## src/rtl/motors_cmd_issuer_if.sv

```systemverilog
// Motors controller bus: issued move (counts, servo, trigger) and the controller's rdy/done replies.
interface motors_cmd_issuer_if #(
    parameter int PULSE_NUM_X_BITS = 16,
    parameter int PULSE_NUM_Y_BITS = 16
);
    logic                               motors_trigger;
    logic signed [PULSE_NUM_X_BITS-1:0] motors_pulse_x;
    logic signed [PULSE_NUM_Y_BITS-1:0] motors_pulse_y;
    logic                               motors_servo_down;
    logic                               motors_rdy;
    logic                               motors_done;

    modport master (
        output motors_trigger, motors_pulse_x, motors_pulse_y, motors_servo_down,
        input  motors_rdy, motors_done
    );

    modport slave (
        input  motors_trigger, motors_pulse_x, motors_pulse_y, motors_servo_down,
        output motors_rdy, motors_done
    );
endinterface

```

## src/rtl/motors_cmd_issuer.sv

```systemverilog
// Buffers move commands in a small FIFO and issues them one at a time to the motors controller.
// Optional watchdog enabled by defining MOTORS_CMD_ISSUER_TIMEOUT_EN.
module motors_cmd_issuer #(
    parameter int PULSE_NUM_X_BITS = 16,
    parameter int PULSE_NUM_Y_BITS = 16,
    parameter int FIFO_DEPTH       = 4
) (
    input  logic                               clk,
    input  logic                               reset,
    input  logic                               clk_en,
    input  logic                               cmd_valid,
    output logic                               cmd_ready,
    input  logic signed [PULSE_NUM_X_BITS-1:0] cmd_pulse_x,
    input  logic signed [PULSE_NUM_Y_BITS-1:0] cmd_pulse_y,
    input  logic                               cmd_servo_down,
    motors_cmd_issuer_if.master                motors,
    output logic                               busy,
    output logic [15:0]                        cmd_count,
    output logic                               err_timeout
);
    localparam int AW = $clog2(FIFO_DEPTH);

    typedef struct packed {
        logic signed [PULSE_NUM_X_BITS-1:0] x;
        logic signed [PULSE_NUM_Y_BITS-1:0] y;
        logic                               servo;
    } cmd_t;

    typedef enum logic [1:0] {IDLE, TRIG, WAIT_DONE} state_t;

    cmd_t          mem [FIFO_DEPTH];
    logic [AW-1:0] wr_ptr, rd_ptr;
    logic [AW:0]   count;
    state_t        state, state_nxt;
    logic          full, empty, push, pop, accept, done_evt, flush, tmo_hit;
    cmd_t          out_q;

    assign full  = (count == (AW+1)'(FIFO_DEPTH));
    assign empty = (count == '0);

`ifdef MOTORS_CMD_ISSUER_TIMEOUT_EN
    logic [23:0] tmo_cnt;
    logic        tmo_err;

    assign tmo_hit     = (tmo_cnt == 24'hFFFFFF);
    assign err_timeout = tmo_err;
    // After a timeout the block refuses new work until reset.
    assign cmd_ready   = !full && !tmo_err;

    always_ff @(posedge clk or negedge reset) begin
        if (!reset) begin
            tmo_cnt <= '0;
            tmo_err <= 1'b0;
        end else if (clk_en) begin
            if (pop || accept)
                tmo_cnt <= '0;
            else if (state != IDLE)
                tmo_cnt <= tmo_cnt + 24'd1;
            if (flush)
                tmo_err <= 1'b1;
        end
    end
`else
    assign tmo_hit     = 1'b0;
    assign err_timeout = 1'b0;
    assign cmd_ready   = !full;
`endif

    assign push = cmd_valid && cmd_ready && clk_en && !flush;

    always_comb begin
        state_nxt = state;
        pop       = 1'b0;
        accept    = 1'b0;
        done_evt  = 1'b0;
        flush     = 1'b0;
        if (clk_en) begin
            case (state)
                IDLE: if (!empty && motors.motors_rdy) begin
                    pop       = 1'b1;
                    state_nxt = TRIG;
                end
                TRIG: begin
                    // done here is a zero-length move finishing as it is accepted
                    if (motors.motors_done) begin
                        done_evt  = 1'b1;
                        state_nxt = IDLE;
                    end else if (!motors.motors_rdy) begin
                        accept    = 1'b1;
                        state_nxt = WAIT_DONE;
                    end else if (tmo_hit) begin
                        flush     = 1'b1;
                        state_nxt = IDLE;
                    end
                end
                WAIT_DONE: begin
                    if (motors.motors_done) begin
                        done_evt  = 1'b1;
                        state_nxt = IDLE;
                    end else if (tmo_hit) begin
                        flush     = 1'b1;
                        state_nxt = IDLE;
                    end
                end
                default: state_nxt = IDLE;
            endcase
        end
    end

    always_ff @(posedge clk or negedge reset) begin
        if (!reset) state <= IDLE;
        else        state <= state_nxt;
    end

    always_ff @(posedge clk or negedge reset) begin
        if (!reset) begin
            wr_ptr <= '0;
            rd_ptr <= '0;
            count  <= '0;
        end else if (flush) begin
            rd_ptr <= wr_ptr;
            count  <= '0;
        end else begin
            if (push) wr_ptr <= wr_ptr + 1'b1;
            if (pop)  rd_ptr <= rd_ptr + 1'b1;
            case ({push, pop})
                2'b10:   count <= count + 1'b1;
                2'b01:   count <= count - 1'b1;
                default: count <= count;
            endcase
        end
    end

    always_ff @(posedge clk) begin
        if (push) mem[wr_ptr] <= '{x: cmd_pulse_x, y: cmd_pulse_y, servo: cmd_servo_down};
    end

    always_ff @(posedge clk or negedge reset) begin
        if (!reset)   out_q <= '0;
        else if (pop) out_q <= mem[rd_ptr];
    end

    always_ff @(posedge clk or negedge reset) begin
        if (!reset)        cmd_count <= '0;
        else if (done_evt) cmd_count <= cmd_count + 16'd1;
    end

    assign motors.motors_trigger    = (state == TRIG);
    assign motors.motors_pulse_x    = out_q.x;
    assign motors.motors_pulse_y    = out_q.y;
    assign motors.motors_servo_down = out_q.servo;
    assign busy                     = (state != IDLE) || !empty;
endmodule

```

## src/flat_wrapper.sv

```systemverilog
// flat-port wrapper written by rule: the top's interface ports become plain ports
module motors_cmd_issuer_flat 
#(
    parameter int PULSE_NUM_X_BITS = 16,
    parameter int PULSE_NUM_Y_BITS = 16,
    parameter int FIFO_DEPTH       = 4
)
  (clk, reset, clk_en, cmd_valid, cmd_ready, cmd_pulse_x, cmd_pulse_y, cmd_servo_down, busy, cmd_count, err_timeout, motors_motors_trigger, motors_motors_pulse_x, motors_motors_pulse_y, motors_motors_servo_down, motors_motors_rdy, motors_motors_done);
  motors_cmd_issuer_if #(.PULSE_NUM_X_BITS(PULSE_NUM_X_BITS), .PULSE_NUM_Y_BITS(PULSE_NUM_Y_BITS)) motors_i ();
  input  logic clk;
  input  logic reset;
  input  logic clk_en;
  input  logic cmd_valid;
  output logic cmd_ready;
  input  logic signed [PULSE_NUM_X_BITS-1:0] cmd_pulse_x;
  input  logic signed [PULSE_NUM_Y_BITS-1:0] cmd_pulse_y;
  input  logic cmd_servo_down;
  output logic busy;
  output logic [15:0] cmd_count;
  output logic err_timeout;
  output wire logic [$bits(motors_i.motors_trigger)-1:0] motors_motors_trigger;
  output wire logic [$bits(motors_i.motors_pulse_x)-1:0] motors_motors_pulse_x;
  output wire logic [$bits(motors_i.motors_pulse_y)-1:0] motors_motors_pulse_y;
  output wire logic [$bits(motors_i.motors_servo_down)-1:0] motors_motors_servo_down;
  input wire logic [$bits(motors_i.motors_rdy)-1:0] motors_motors_rdy;
  input wire logic [$bits(motors_i.motors_done)-1:0] motors_motors_done;
  assign motors_motors_trigger = motors_i.motors_trigger;
  assign motors_motors_pulse_x = motors_i.motors_pulse_x;
  assign motors_motors_pulse_y = motors_i.motors_pulse_y;
  assign motors_motors_servo_down = motors_i.motors_servo_down;
  assign motors_i.motors_rdy = motors_motors_rdy;
  assign motors_i.motors_done = motors_motors_done;
  motors_cmd_issuer #(.PULSE_NUM_X_BITS(PULSE_NUM_X_BITS), .PULSE_NUM_Y_BITS(PULSE_NUM_Y_BITS), .FIFO_DEPTH(FIFO_DEPTH)) u_core (.clk(clk), .reset(reset), .clk_en(clk_en), .cmd_valid(cmd_valid), .cmd_ready(cmd_ready), .cmd_pulse_x(cmd_pulse_x), .cmd_pulse_y(cmd_pulse_y), .cmd_servo_down(cmd_servo_down), .motors(motors_i), .busy(busy), .cmd_count(cmd_count), .err_timeout(err_timeout));
endmodule
```

## config.mk

```make
export PLATFORM = sky130hd
export DESIGN_NAME = motors_cmd_issuer_flat
export DESIGN_NICKNAME = d
export VERILOG_FILES = /design/src/rtl/motors_cmd_issuer_if.sv /design/src/rtl/motors_cmd_issuer.sv /design/src/flat_wrapper.sv
export SDC_FILE = /design/constraint.sdc
export NUM_CORES = 1
export LEC_CHECK = 0
export ABC_AREA = 1
export CORE_ASPECT_RATIO = 1.5
export CORE_MARGIN = 2
export CORE_UTILIZATION = 56
export DETAILED_ROUTE_END_ITERATION = 7
export PLACE_DENSITY = 0.82
export SLEW_MARGIN = 20
export SYNTH_ARGS = -nofsm -noshare
export SYNTH_HDL_FRONTEND = slang
export SYNTH_SLANG_ARGS = --single-unit
```

## constraint.sdc

```tcl
create_clock -name clk -period 3.3 [get_ports clk]
set_input_delay 0.33 -clock clk [delete_from_list [all_inputs] [get_ports clk]]
set_output_delay 0.33 -clock clk [all_outputs]
set_load 0.05 [all_outputs]
```

==> results.ini <==
[timing]
setup_ws_ns = 0.865
relSlewSlack_pct = 52.0
setup_viol = 0
worstMarginPinSlew_ns = 0.721
rsz0062_at_grt = false
hold_slack_ns = 0.469
period_needed_ns = 2.44
final_max_slew_viol_count = 0
min_period_over_period_pct = 73.8
skew_ns = 0.00963
max_freq_ghz = 0.411
fin_tns_setup_ns = 0
hold_viol_final = 0

[clock_network]
cts.hold.buffers_added = 1
cts-resized-gates = 0
cts_tree = built
cts_buffers = 17
cts_sinks = 190
cts_root_buf = clkbuf_16
path_clk_slew_ns = 0.07
clockBufferDepth = 2
worstSkewPairLatency_ns = 0.42
htreeDepth = 4
post_cts_buffers = 0

[routing]
antenna_left = 0
drt-initial-drc-count = 346
wl_per_cell_um = 18.0
drc = 0
dr.pass1.iters = 6
num_vias = 5135
drt-total-wl_um = 16500
via_per_inst = 5.62

[critical_path]
slowest_delay_ns = 0.81
critPathKind = reg -> out
path_cells = inv_1 -> ha_1 -> nand4_1 -> clkdlybuf4s50_1
path_max_fanout = 4
critPathCaptureType = primary output
cp-start-kind = register
arrival_ns = 2.11
critPathBufInv = 2
r2r_slack_ns = 1.09
cp_slowest_cell = clkdlybuf4s50_1
critical-path-top-delay-family = buffers and inverters
required_ns = 2.97

[grt]
antenna_found_initial = 1
overflow = 0
gr-usage-met2_pct = 41.6
grt-busiest-layer = met2
grt.met3_usage_pct = 4.26
grt_max_degree = 68
grt_first_pass_wirelength_um = 26100
grt_pass1_vias = 5198
globalRouteMet1Util_pct = 27.3
grt_use_total_pct = 23.1

[logic_synthesis]
ys_seq_elements = 190
ys_warn_count = 0
synth_top_area_share_pct = 51.3
synthTopCellsByArea = edfxtp_1 (51%), dfrtp_1 (19%), nand2_1 (7.1%)
synth_area_mm2 = 0.00772
ys_seq_area_share_pct = 70.1
synth_edf_count = 132
synth_cell_types = 33
async_flop_share_pct = 30.5
synth_area_leader_cell = edfxtp_1
syn_area_per_cell_um2 = 12.0
synth_nets = 693
synthCells = 643
synth_flop_cell = edfxtp_1

[final_layout]
multiInputGateArea_mm2 = 0.00202
fillers = 919
final_layout_size_suffix_gt1_share_pct = 10.0
final_util_pct = 69.4
syn2layout_area_growth_pct = 21.0
final_nets = 787
regArea_mm2 = 0.00542

[power_and_ir_drop]
power.share.combinational_pct = 36.4
power_mw = 8.35
seq_power_share_pct = 39.4
power.density_mw_per_mm2 = 894
irDropWorstVdd_v = 0.000451
leakagePower_nw = 3.63
p_sw_mw = 3.27
p_sw_share_pct = 39.2
power_frac_clock_pct = 24.2
intPower_mw = 5.08

[floorplanning]
core_area_mm2 = 0.0135
initial_core_util_pct = 57.3
pin_count = 92
die_y_um = 148
die_w_um = 99.9
dieArea_mm2 = 0.0148
core.rowCount = 52

[outcome]
status = finished clean

[placement]
place_ws_ns = 0.706
io_buffers = 90
gp_routability_congestion = 0.872
dp_hpwl_um = 10500

[run]
cap_violations = 0

[min_path]
hold_class = in -> async

[power by group through the flow]
| stage | Sequential, mW | Clock, mW | Combinational, mW |
|---|---|---|---|
| 2_1_floorplan | 3.97 | 0 | 1.48 |
| 3_3_place_gp | 3.31 | 0 | 2.92 |
| 3_5_place_dp | 3.33 | 0 | 3.02 |
| 4_1_cts | 3.29 | 2.04 | 3.05 |
| 5_1_grt | 3.34 | 2.14 | 3.28 |
| 6_report | 3.29 | 2.02 | 3.04 |
[area by class of cell]
cell class / count / share of cell area (%)
multi-input cells: 394 / 21.6
flip-flops and latches: 190 / 58.0
diodes: 1 / 0.0268
clock buffers: 17 / 4.55
repair buffers: 104 / 10.7
well taps: 162 / 2.17
inverters: 30 / 1.23
clock inverters: 15 / 1.73
[kinds of logic (layout without fill, tap and decap cells)]
group	after synthesis	in the layout	synth area share, %
AOI/OAI and AO/OA	104	104	7.28
xor gates and xnor gates	13	13	1.47
DFF	190	190	70.1
buffers and inverters	59	166	4.13
and+or+nand+nor	265	265	15.0
other	1	2	0.0486
adders and majority gates	11	11	1.88
[cells in the final DEF (no fill, tap or decap), drive strengths merged]
cell             n
nand2          151
edfxtp         132
clkdlybuf4s50   89
nor2            88
o21ai           69
dfrtp           58
inv             35
o22ai           33
clkbuf          17
buf             14
nand3           12
ha              10
xor2             8
nand4            8
xnor2            5
clkinv           5
nor3             3
clkinvlp         3
nand3b           2
a21oi            2
bufinv           2
diode            1
and3             1
fa               1
conb             1
dlygate4sd3      1
[routing by layer]
metal | share of wire (%) | vias up
met3 | 5.2 | 29
met2 | 54 | 195
li1 | - | 2389
met4 | 2.3 | 0
met5 | 0 | -
met1 | 38 | 2522
[path summary, 6_finish.rpt]
path / start / to / cells after the start
worst max-delay path: u_core.state[1] / busy / 4
worst min-delay path: reset / u_core.cmd_count[4] / 2
worst max register to register: u_core.state[1] / u_core.count[2] / 10
worst min register to register: u_core.motors.motors_servo_down / u_core.motors.motors_servo_down / 2
max in group asynchronous: reset / u_core.rd_ptr[0] / 3
min in group clk: u_core.motors.motors_servo_down / u_core.motors.motors_servo_down / 2
[synth_stat cells (8+ instances only)]
master and number:
o22ai_1 33, dfrtp_1 58, ha_1 10, buf_2 14
o21ai_0 66, nand2_1 146, nand3_1 9, inv_1 25
xor2_1 8, nor2_1 80, edfxtp_1 132
[per-stage QoR]
| step | instances | instance area (um^2) |
|---|---|---|
| after global routing | 913 | 9340 |
| after floorplan | 643 | 7720 |
| after global placement | 879 | 8740 |
| final | 913 | 9340 |
| after detailed placement | 879 | 8740 |
| after CTS | 912 | 9340 |
[flip-flops by register name (all words and copies together) (netlist names)]
| register | flops |
|---|---|
| u_core.state | 2 |
| u_core.rd_ptr | 2 |
| u_core.motors.motors_pulse_y | 16 |
| u_core.wr_ptr | 2 |
| u_core.cmd_count | 16 |
| u_core.mem | 132 |
| u_core.count | 3 |
| u_core.motors.motors_pulse_x | 16 |
| u_core.motors.motors_servo_down | 1 |
[worst register-to-register path: stages, from the launching register on]
cell	delay, ns
dfrtp_1	0.41
inv_1	0.12
ha_1	0.29
nand2_2	0.13
nor2_8	0.13
ha_1	0.15
inv_1	0.07
fa_1	0.38
a21oi_1	0.14
o21ai_0	0.12
xor2_1	0.16
Power figures use the tool's default switching activity.
